[src/rtl/multi_byte_sub_add_ctrl.sv]
// ---------------------------------------------------------------------------
// multi_byte_sub_add_ctrl
//
// Purpose:
//   Sequences an NBYTES-wide add or subtract through one external 8-bit
//   add/sub datapath (eight_bit_sub_add). It works least-significant byte
//   first, passes the carry/borrow from each byte to the next, and builds
//   the wide result in a register. A START/DONE handshake connects it to
//   the requesting unit.
//
// Parameters:
//   NBYTES      number of 8-bit slices per operand (>= 1); W = 8*NBYTES
//
// Ports:
//   CLK         system clock, all state changes on the rising edge
//   RST         synchronous, active-high reset
//   START       request strobe, only looked at while idle
//   OP          1 = subtract (X - Y), 0 = add (X + Y), captured with START
//   X, Y        W-bit operands, captured with START
//   BUSY        high while a request is in progress
//   DONE        one-cycle pulse, RESULT/COUT/OVF/ZERO valid
//   RESULT      assembled W-bit result
//   COUT        carry (add) / borrow (sub) out of the most significant byte
//   OVF         signed two's-complement overflow of the W-bit operation
//   ZERO        RESULT == 0
//   DP_A, DP_B  operand bytes to the datapath
//   DP_SUB_ADD  operation select to the datapath
//   DP_CIN      carry/borrow in to the datapath
//   DP_S        byte result from the datapath
//   DP_COUT     carry/borrow out from the datapath
// ---------------------------------------------------------------------------
module multi_byte_sub_add_ctrl #(
  parameter int NBYTES = 4
) (
  input  logic                  CLK,
  input  logic                  RST,
  input  logic                  START,
  input  logic                  OP,
  input  logic [8*NBYTES-1:0]   X,
  input  logic [8*NBYTES-1:0]   Y,
  output logic                  BUSY,
  output logic                  DONE,
  output logic [8*NBYTES-1:0]   RESULT,
  output logic                  COUT,
  output logic                  OVF,
  output logic                  ZERO,
  output logic [7:0]            DP_A,
  output logic [7:0]            DP_B,
  output logic                  DP_SUB_ADD,
  output logic                  DP_CIN,
  input  logic [7:0]            DP_S,
  input  logic                  DP_COUT
);

  localparam int W  = 8 * NBYTES;
  localparam int IW = (NBYTES > 1) ? $clog2(NBYTES) : 1;

  localparam logic [IW-1:0] LAST_IDX = IW'(NBYTES - 1);

  localparam logic [1:0] IDLE = 2'd0;
  localparam logic [1:0] RUN  = 2'd1;
  localparam logic [1:0] FIN  = 2'd2;

  logic [1:0]    state_q,  state_d;
  logic [W-1:0]  opA_q,    opA_d;
  logic [W-1:0]  opB_q,    opB_d;
  logic          sub_q,    sub_d;
  logic [IW-1:0] idx_q,    idx_d;
  logic          carry_q,  carry_d;
  logic [W-1:0]  result_q, result_d;
  logic          cout_q,   cout_d;
  logic          ovf_q,    ovf_d;
  logic          zero_q,   zero_d;

  logic [7:0]    aByte;
  logic [7:0]    bByte;
  logic          signX;
  logic          signY;
  logic          signS;
  logic          ovfFinal;

  // Select the operand bytes for the current slice. A compare-per-slice mux
  // keeps every part-select constant, so no index ever falls out of range.
  always_comb begin
    aByte = 8'h00;
    bByte = 8'h00;
    for (int i = 0; i < NBYTES; i++) begin
      if (idx_q == IW'(i)) begin
        aByte = opA_q[8*i +: 8];
        bByte = opB_q[8*i +: 8];
      end
    end
  end

  // Drive the datapath only while slices are processed. Outside RUN it sees
  // all zeros, so its output does not toggle when no operation is active.
  always_comb begin
    DP_A       = 8'h00;
    DP_B       = 8'h00;
    DP_SUB_ADD = 1'b0;
    DP_CIN     = 1'b0;
    if (state_q == RUN) begin
      DP_A       = aByte;
      DP_B       = bByte;
      DP_SUB_ADD = sub_q;
      DP_CIN     = carry_q;
    end
  end

  // Signed overflow looks at the sign of the final byte result produced by
  // the datapath. An add overflows when the operands share a sign and the
  // result does not. A subtract overflows when the operand signs differ and
  // the result sign moves away from X.
  always_comb begin
    signX = opA_q[W-1];
    signY = opB_q[W-1];
    signS = DP_S[7];
    if (sub_q) begin
      ovfFinal = (signX != signY) && (signS != signX);
    end else begin
      ovfFinal = (signX == signY) && (signS != signX);
    end
  end

  // Next-state logic for the sequencer. RESULT bytes are written one per
  // RUN cycle. Status flags (COUT/OVF/ZERO) are updated only on the step
  // into FIN, so their values stay stable between operations.
  always_comb begin
    state_d  = state_q;
    opA_d    = opA_q;
    opB_d    = opB_q;
    sub_d    = sub_q;
    idx_d    = idx_q;
    carry_d  = carry_q;
    result_d = result_q;
    cout_d   = cout_q;
    ovf_d    = ovf_q;
    zero_d   = zero_q;

    case (state_q)
      IDLE: begin
        if (START) begin
          opA_d   = X;
          opB_d   = Y;
          sub_d   = OP;
          idx_d   = '0;
          carry_d = 1'b0;
          state_d = RUN;
        end
      end

      RUN: begin
        for (int i = 0; i < NBYTES; i++) begin
          if (idx_q == IW'(i)) begin
            result_d[8*i +: 8] = DP_S;
          end
        end
        carry_d = DP_COUT;
        if (idx_q == LAST_IDX) begin
          // ZERO must see the complete result, including the byte being
          // written on this edge, so it is taken from result_d.
          idx_d   = '0;
          cout_d  = DP_COUT;
          ovf_d   = ovfFinal;
          zero_d  = (result_d == '0);
          state_d = FIN;
        end else begin
          idx_d = idx_q + 1'b1;
        end
      end

      FIN: begin
        state_d = IDLE;
      end

      default: begin
        state_d = IDLE;
      end
    endcase
  end

  // State registers. A reset also cancels a request in flight, and no DONE
  // is produced for it.
  always_ff @(posedge CLK) begin
    if (RST) begin
      state_q  <= IDLE;
      opA_q    <= '0;
      opB_q    <= '0;
      sub_q    <= 1'b0;
      idx_q    <= '0;
      carry_q  <= 1'b0;
      result_q <= '0;
      cout_q   <= 1'b0;
      ovf_q    <= 1'b0;
      zero_q   <= 1'b1;
    end else begin
      state_q  <= state_d;
      opA_q    <= opA_d;
      opB_q    <= opB_d;
      sub_q    <= sub_d;
      idx_q    <= idx_d;
      carry_q  <= carry_d;
      result_q <= result_d;
      cout_q   <= cout_d;
      ovf_q    <= ovf_d;
      zero_q   <= zero_d;
    end
  end

  // Handshake and status outputs come straight from the registers.
  always_comb begin
    BUSY   = (state_q == RUN) || (state_q == FIN);
    DONE   = (state_q == FIN);
    RESULT = result_q;
    COUT   = cout_q;
    OVF    = ovf_q;
    ZERO   = zero_q;
  end

endmodule

[config.mk]
export PLATFORM = sky130hd
export DESIGN_NAME = multi_byte_sub_add_ctrl
export DESIGN_NICKNAME = d
export VERILOG_FILES = /design/src/rtl/multi_byte_sub_add_ctrl.sv
export SDC_FILE = /design/constraint.sdc
export NUM_CORES = 1
export LEC_CHECK = 0
export CAP_MARGIN = 15
export CORE_MARGIN = 5
export CORE_UTILIZATION = 43
export CTS_CLUSTER_DIAMETER = 60
export DETAILED_ROUTE_END_ITERATION = 10
export PLACE_DENSITY = 0.76
export SYNTH_ARGS = -nofsm -noshare
export SYNTH_HDL_FRONTEND = slang
export SYNTH_SLANG_ARGS = --single-unit
[constraint.sdc]
create_clock -name CLK -period 1.7 [get_ports CLK]
set_input_delay 0.17 -clock CLK [delete_from_list [all_inputs] [get_ports CLK]]
set_output_delay 0.17 -clock CLK [all_outputs]
set_load 0.05 [all_outputs]
---- Yosys cells after proc, flatten, opt, wreduce, memory -nomap -nowiden ----
Index checks and enable logic that the tools add are counted.
word-level totals
  bits in registers ....................... 105
  input port bits ......................... 77
  logic and storage cells ................. 61
  output and inout port bits .............. 55
operators by class
  multiplexer cells ....................... 29
  add/subtract/negate cells ............... 1
  eq/ne operators ......................... 10
  reductions and logical operators ........ 11
operators by type and width
  cell                                                  number
  two-way mux 8 bit                                     18
  logical NOT 32 bit                                    1
  two-way mux 2 bit                                     4
  one-hot mux 2 bit (2 select lines)                    2
  AND reduction 2 bit                                   4
  equality test 2 bit (second input constant)           3
  equality test 2 x 1 -> 1 bit (second input constant)  2
  logical NOT 2 bit                                     2
  two-way mux 1 bit                                     4
  inequality test 2 bit (second input constant)         2
  adder 2 x 1 -> 2 bit (second input constant)          1
  logical AND 1 bit                                     2
  inequality test 1 bit                                 2
  one-hot mux 1 bit (2 select lines)                    1
  nonzero test 2 bit                                    1
  equality test 1 bit                                   1
  logical OR 1 bit                                      1

---- Logic depth before layout (Yosys ltp) ----
  word-level depth ........................ 6
  gate-level depth with buffers ........... 8
  mapped depth without buffers ............ 6

---- Worst setup path after synthesis ----
OpenSTA, ideal clock, no wires.
  path type ............................... flip-flop to output port
  from .................................... register idx_q[1]
  to ...................................... output port DP_A[7]
  cell stages (with the launch flop) ...... 8
  data required time ...................... 1530 ps
  setup slack ............................. -801 ps
  buffers on the path ..................... 2
  arrival time ............................ 2331 ps
  cell sequence ........................... dfxtp_1 -> inv_1 -> ha_1 -> buf_2 -> buf_2 -> o21ai_0 -> o211ai_1 -> a21boi_0
between the ends
  cells in the longest elaborated chain, start to end .. 6
  elaborated cells on any way between the ends .. 9
  those cells by class .................... eq/ne: 3; mux: 5; reduce/logical: 1
ends and longest elaborated chain
  element                          RTL line  source
  start: declaration               68        logic [IW-1:0] idx_q, idx_d;
  start signal: assignment         201       idx_q <= idx_d;
  logical NOT 2 bit                88        if (idx_q == IW'(i)) begin
  two-way mux 8 bit (3 in series)  88
  two-way mux 8 bit (*)            88
  two-way mux 8 bit (*)            102       if (state_q == RUN) begin
  end: declaration                 47        output logic [7:0] DP_A,
Mark *: on every way between the ends. The rest lies on a longest branch, timed or not.

---- Worst setup path after layout ----
  from .................................... register idx_q[1]
  to ...................................... output port DP_B[3]
between the ends
  cells in the longest elaborated chain, start to end .. 6
  elaborated cells on any way between the ends .. 9
  those cells by class .................... eq/ne: 3; mux: 5; reduce/logical: 1
ends and longest elaborated chain
  element                          RTL line  source
  logical NOT 2 bit                88
  two-way mux 8 bit (3 in series)  88
  two-way mux 8 bit (*)            88
  two-way mux 8 bit (*)            102
  end: declaration                 48        output logic [7:0] DP_B,
Marks and branches as above.

==> impl_metrics.env <==
export IMPL_outcome="complete, but fails checks"
export IMPL_violations="setup timing"
export IMPL_path_buf_inv=5
export IMPL_layout_nets=877
export IMPL_htreeDepth=3
export IMPL_ys_async_sr_fraction=0
export IMPL_cts_root_buf="clkbuf_8"
export IMPL_regArea_mm2=0.00211
export IMPL_drt_iter0_drc=423
export IMPL_coreArea_mm2=0.0108
export IMPL_antenna_cells=0
export IMPL_fin_cells=936
export IMPL_fin_area_mm2=0.00733
export IMPL_clkSinkCount=105
export IMPL_maxSlewHeadroom=0.646
export IMPL_path_clk_slew_ns=0.10
export IMPL_grt_first_pass_wirelength_um=24800
export IMPL_syn_to_final_growth_pct=54.7
export IMPL_cp_start_kind="flop"
export IMPL_dpl_cell_count=901
export IMPL_boundaryPins=132
export IMPL_grt_max_degree=55
export IMPL_finalWorstSetupSlack_ns=-0.470
export IMPL_timing_max_cap_violations=0
export IMPL_path_common_cell="buf_6"
export IMPL_leakage_nw=2.75
export IMPL_viasPerCell=5.35
export IMPL_synthCells=642
export IMPL_fmax_mhz=461
export IMPL_required_ns=1.53
export IMPL_worst_slew_pin_slew_ns=0.532
export IMPL_synth_edf_count=0
export IMPL_drive_above_1_share=0.229
export IMPL_setup_viol=17
export IMPL_dieArea_mm2=0.0132
export IMPL_grtUsageTotal=0.232
export IMPL_endpoint_kind="primary output"
export IMPL_synth_fp_nets=728
export IMPL_gp_congestion=0.869
export IMPL_hold_buffers=0
export IMPL_fillers=845
export IMPL_die_h_um=115
export IMPL_dp_hpwl_um=10600
export IMPL_crit_family="buffers and inverters"
export IMPL_syn_cell_area_mm2=0.00474
export IMPL_crit_fanout=8
export IMPL_clk_latency_ns=0.37
export IMPL_placed_area_mm2=0.00652
export IMPL_power_density_mw_per_mm2=1250
export IMPL_rsz0062_at_grt="yes"
export IMPL_syn_avg_cell_area_um2=7.39
export IMPL_drc=0
export IMPL_cp_cell_sequence="inv_2 > buf_6 > ha_4 > buf_12 > buf_16 > o21ai_2 > o211ai_1 > a21boi_4 > buf_6"
export IMPL_crit_type="flop to primary output"
export IMPL_start_util=0.437
export IMPL_slowest_stage="dfxtp_2"
export IMPL_cp_data_arrival_time_ns=2.00
export IMPL_cts_buffer_depth=2
export IMPL_ys_seq_area_frac=0.443
export IMPL_period_share=1.28
export IMPL_synth_area_top_cells="dfxtp_1, nand2_1, a21oi_1"
export IMPL_die_x_um=115
export IMPL_multi_input_area_mm2=0.00283
export IMPL_ant_nets=0
export IMPL_synth_distinct_cells=35
export IMPL_slowest_delay_ns=0.35
export IMPL_period_needed_ns=2.17
export IMPL_yosysMostFrequentCell="nand2_1"
export IMPL_yosysWarnings=0
export IMPL_num_vias=5009
export IMPL_synthTopCellsByCount="nand2_1, dfxtp_1, a21oi_1"
export IMPL_wirelength_um=15700
export IMPL_finalHoldViolations=0
export IMPL_cts_buffers=9
export IMPL_gr_total_overflow=0
export IMPL_cts_tree="built"
export IMPL_antenna_found_initial=0
export IMPL_ys_seq_elements=105
export IMPL_peakVddDrop_v=0.00121
export IMPL_core_rowCount=38
export IMPL_port_buffers=131
export IMPL_grt_pass1_vias=4969
export IMPL_final_max_slew_violation_count=0
export IMPL_synth_top_area_share=0.443
export IMPL_dr_pass1_iters=5
export IMPL_wl_per_cell_um=16.8
export IMPL_synth_main_ff_cell="dfxtp_1"
export IMPL_hold_path_class="primary input to flop"
export IMPL_yosysTopAreaCell="dfxtp_1"
export IMPL_finClkSkew_ns=0.00774
per-stage QoR:
step           utilization  hold slack [ns]  setup TNS [ns]  power, mW  worst slack, ns
2_1_floorplan            -            0.306               0       5.35          0.00176
3_5_place_dp         0.601            0.445           -2.36       6.51           -0.229
5_1_grt              0.677            0.283           -8.08       9.62           -0.541
4_1_cts              0.660            0.248           -7.14       8.90           -0.474
6_report             0.677            0.275           -6.63       9.18           -0.470
3_3_place_gp         0.601            0.436           -1.38       6.43           -0.201
state kept, by name (all words and copies together) (netlist names):
signal / cells
COUT: 1
OVF: 1
RESULT: 32
ZERO: 1
carry_q: 1
idx_q: 2
opA_q: 32
opB_q: 32
state_q: 2
sub_q: 1
path summary, 6_finish.rpt:
check,from,endpoint,slack [ns],depth (start not counted)
max,idx_q[1]$_SDFFE_PP0P_,DP_B[3],-0.47,9
min,RST,opB_q[22]$_SDFFE_PP0P_,0.27,2
max reg2reg,idx_q[1]$_SDFFE_PP0P_,ZERO$_SDFFE_PP1P_,-0.36,11
min reg2reg,RESULT[25]$_SDFFE_PP0N_,RESULT[25]$_SDFFE_PP0N_,0.45,2
cell families (layout without fill, tap and decap cells):
family | after synthesis | count (layout) | synth area share
AOI/OAI and AO/OA | 163 | 163 | 0.199
xor gates and xnor gates | 1 | 1 | 0.00185
adders and majority gates | 9 | 9 | 0.0237
buffers and inverters | 58 | 212 | 0.0533
DFF | 105 | 105 | 0.443
muxes | 4 | 4 | 0.00844
and+or+nand+nor | 302 | 302 | 0.270
what timing repair did:
| item | in CTS | in global routing |
|---|---|---|
| setup buffers | 12 | 6 |
| endpoints found under the hold margin | 0 | 0 |
| gates resized for setup | 85 | 39 |
| pin swaps | 27 | 20 |
| endpoints found under the setup margin | 37 | 40 |
| cloned | 3 | 1 |
routing by layer:
metal | up-vias | wire, um | global-route usage
li1 | 2437 | - | -
met1 | 2347 | 6770 | 0.297
met2 | 193 | 7600 | 0.385
met3 | 32 | 928 | 0.0426
met4 | 0 | 408 | 0.0931
met5 | - | 0 | 0
cell type report:
cell class	count	share of cell area
Sequential cell	105	0.287
Tap cell	140	0.0239
Clock buffer	11	0.0193
Clock inverter	5	0.0140
Inverter	5	0.00290
Timing Repair Buffer	191	0.266
Multi-Input combinational cell	479	0.386
cells in the final DEF (no fill, tap or decap), types with 16 or more instances in the layout:
| master | n |
|---|---|
| a21boi_4 | 16 |
| dfxtp_1 | 101 |
| clkdlybuf4s50_1 | 75 |
| buf_6 | 25 |
| dlygate4sd2_1 | 18 |
| o211ai_1 | 17 |
| nand2_1 | 212 |
| nand3_1 | 25 |
| buf_4 | 56 |
| nand2b_1 | 17 |
| a21oi_1 | 96 |
power breakdown:
part | switching [mW] | leakage [nW] | internal (mW)
logic | 2.37 | 1.77 | 1.89
clock network | 0.840 | 0.120 | 1.02
registers | 0.250 | 0.859 | 2.82
Note: power is estimated with default switching activity, not from simulation.
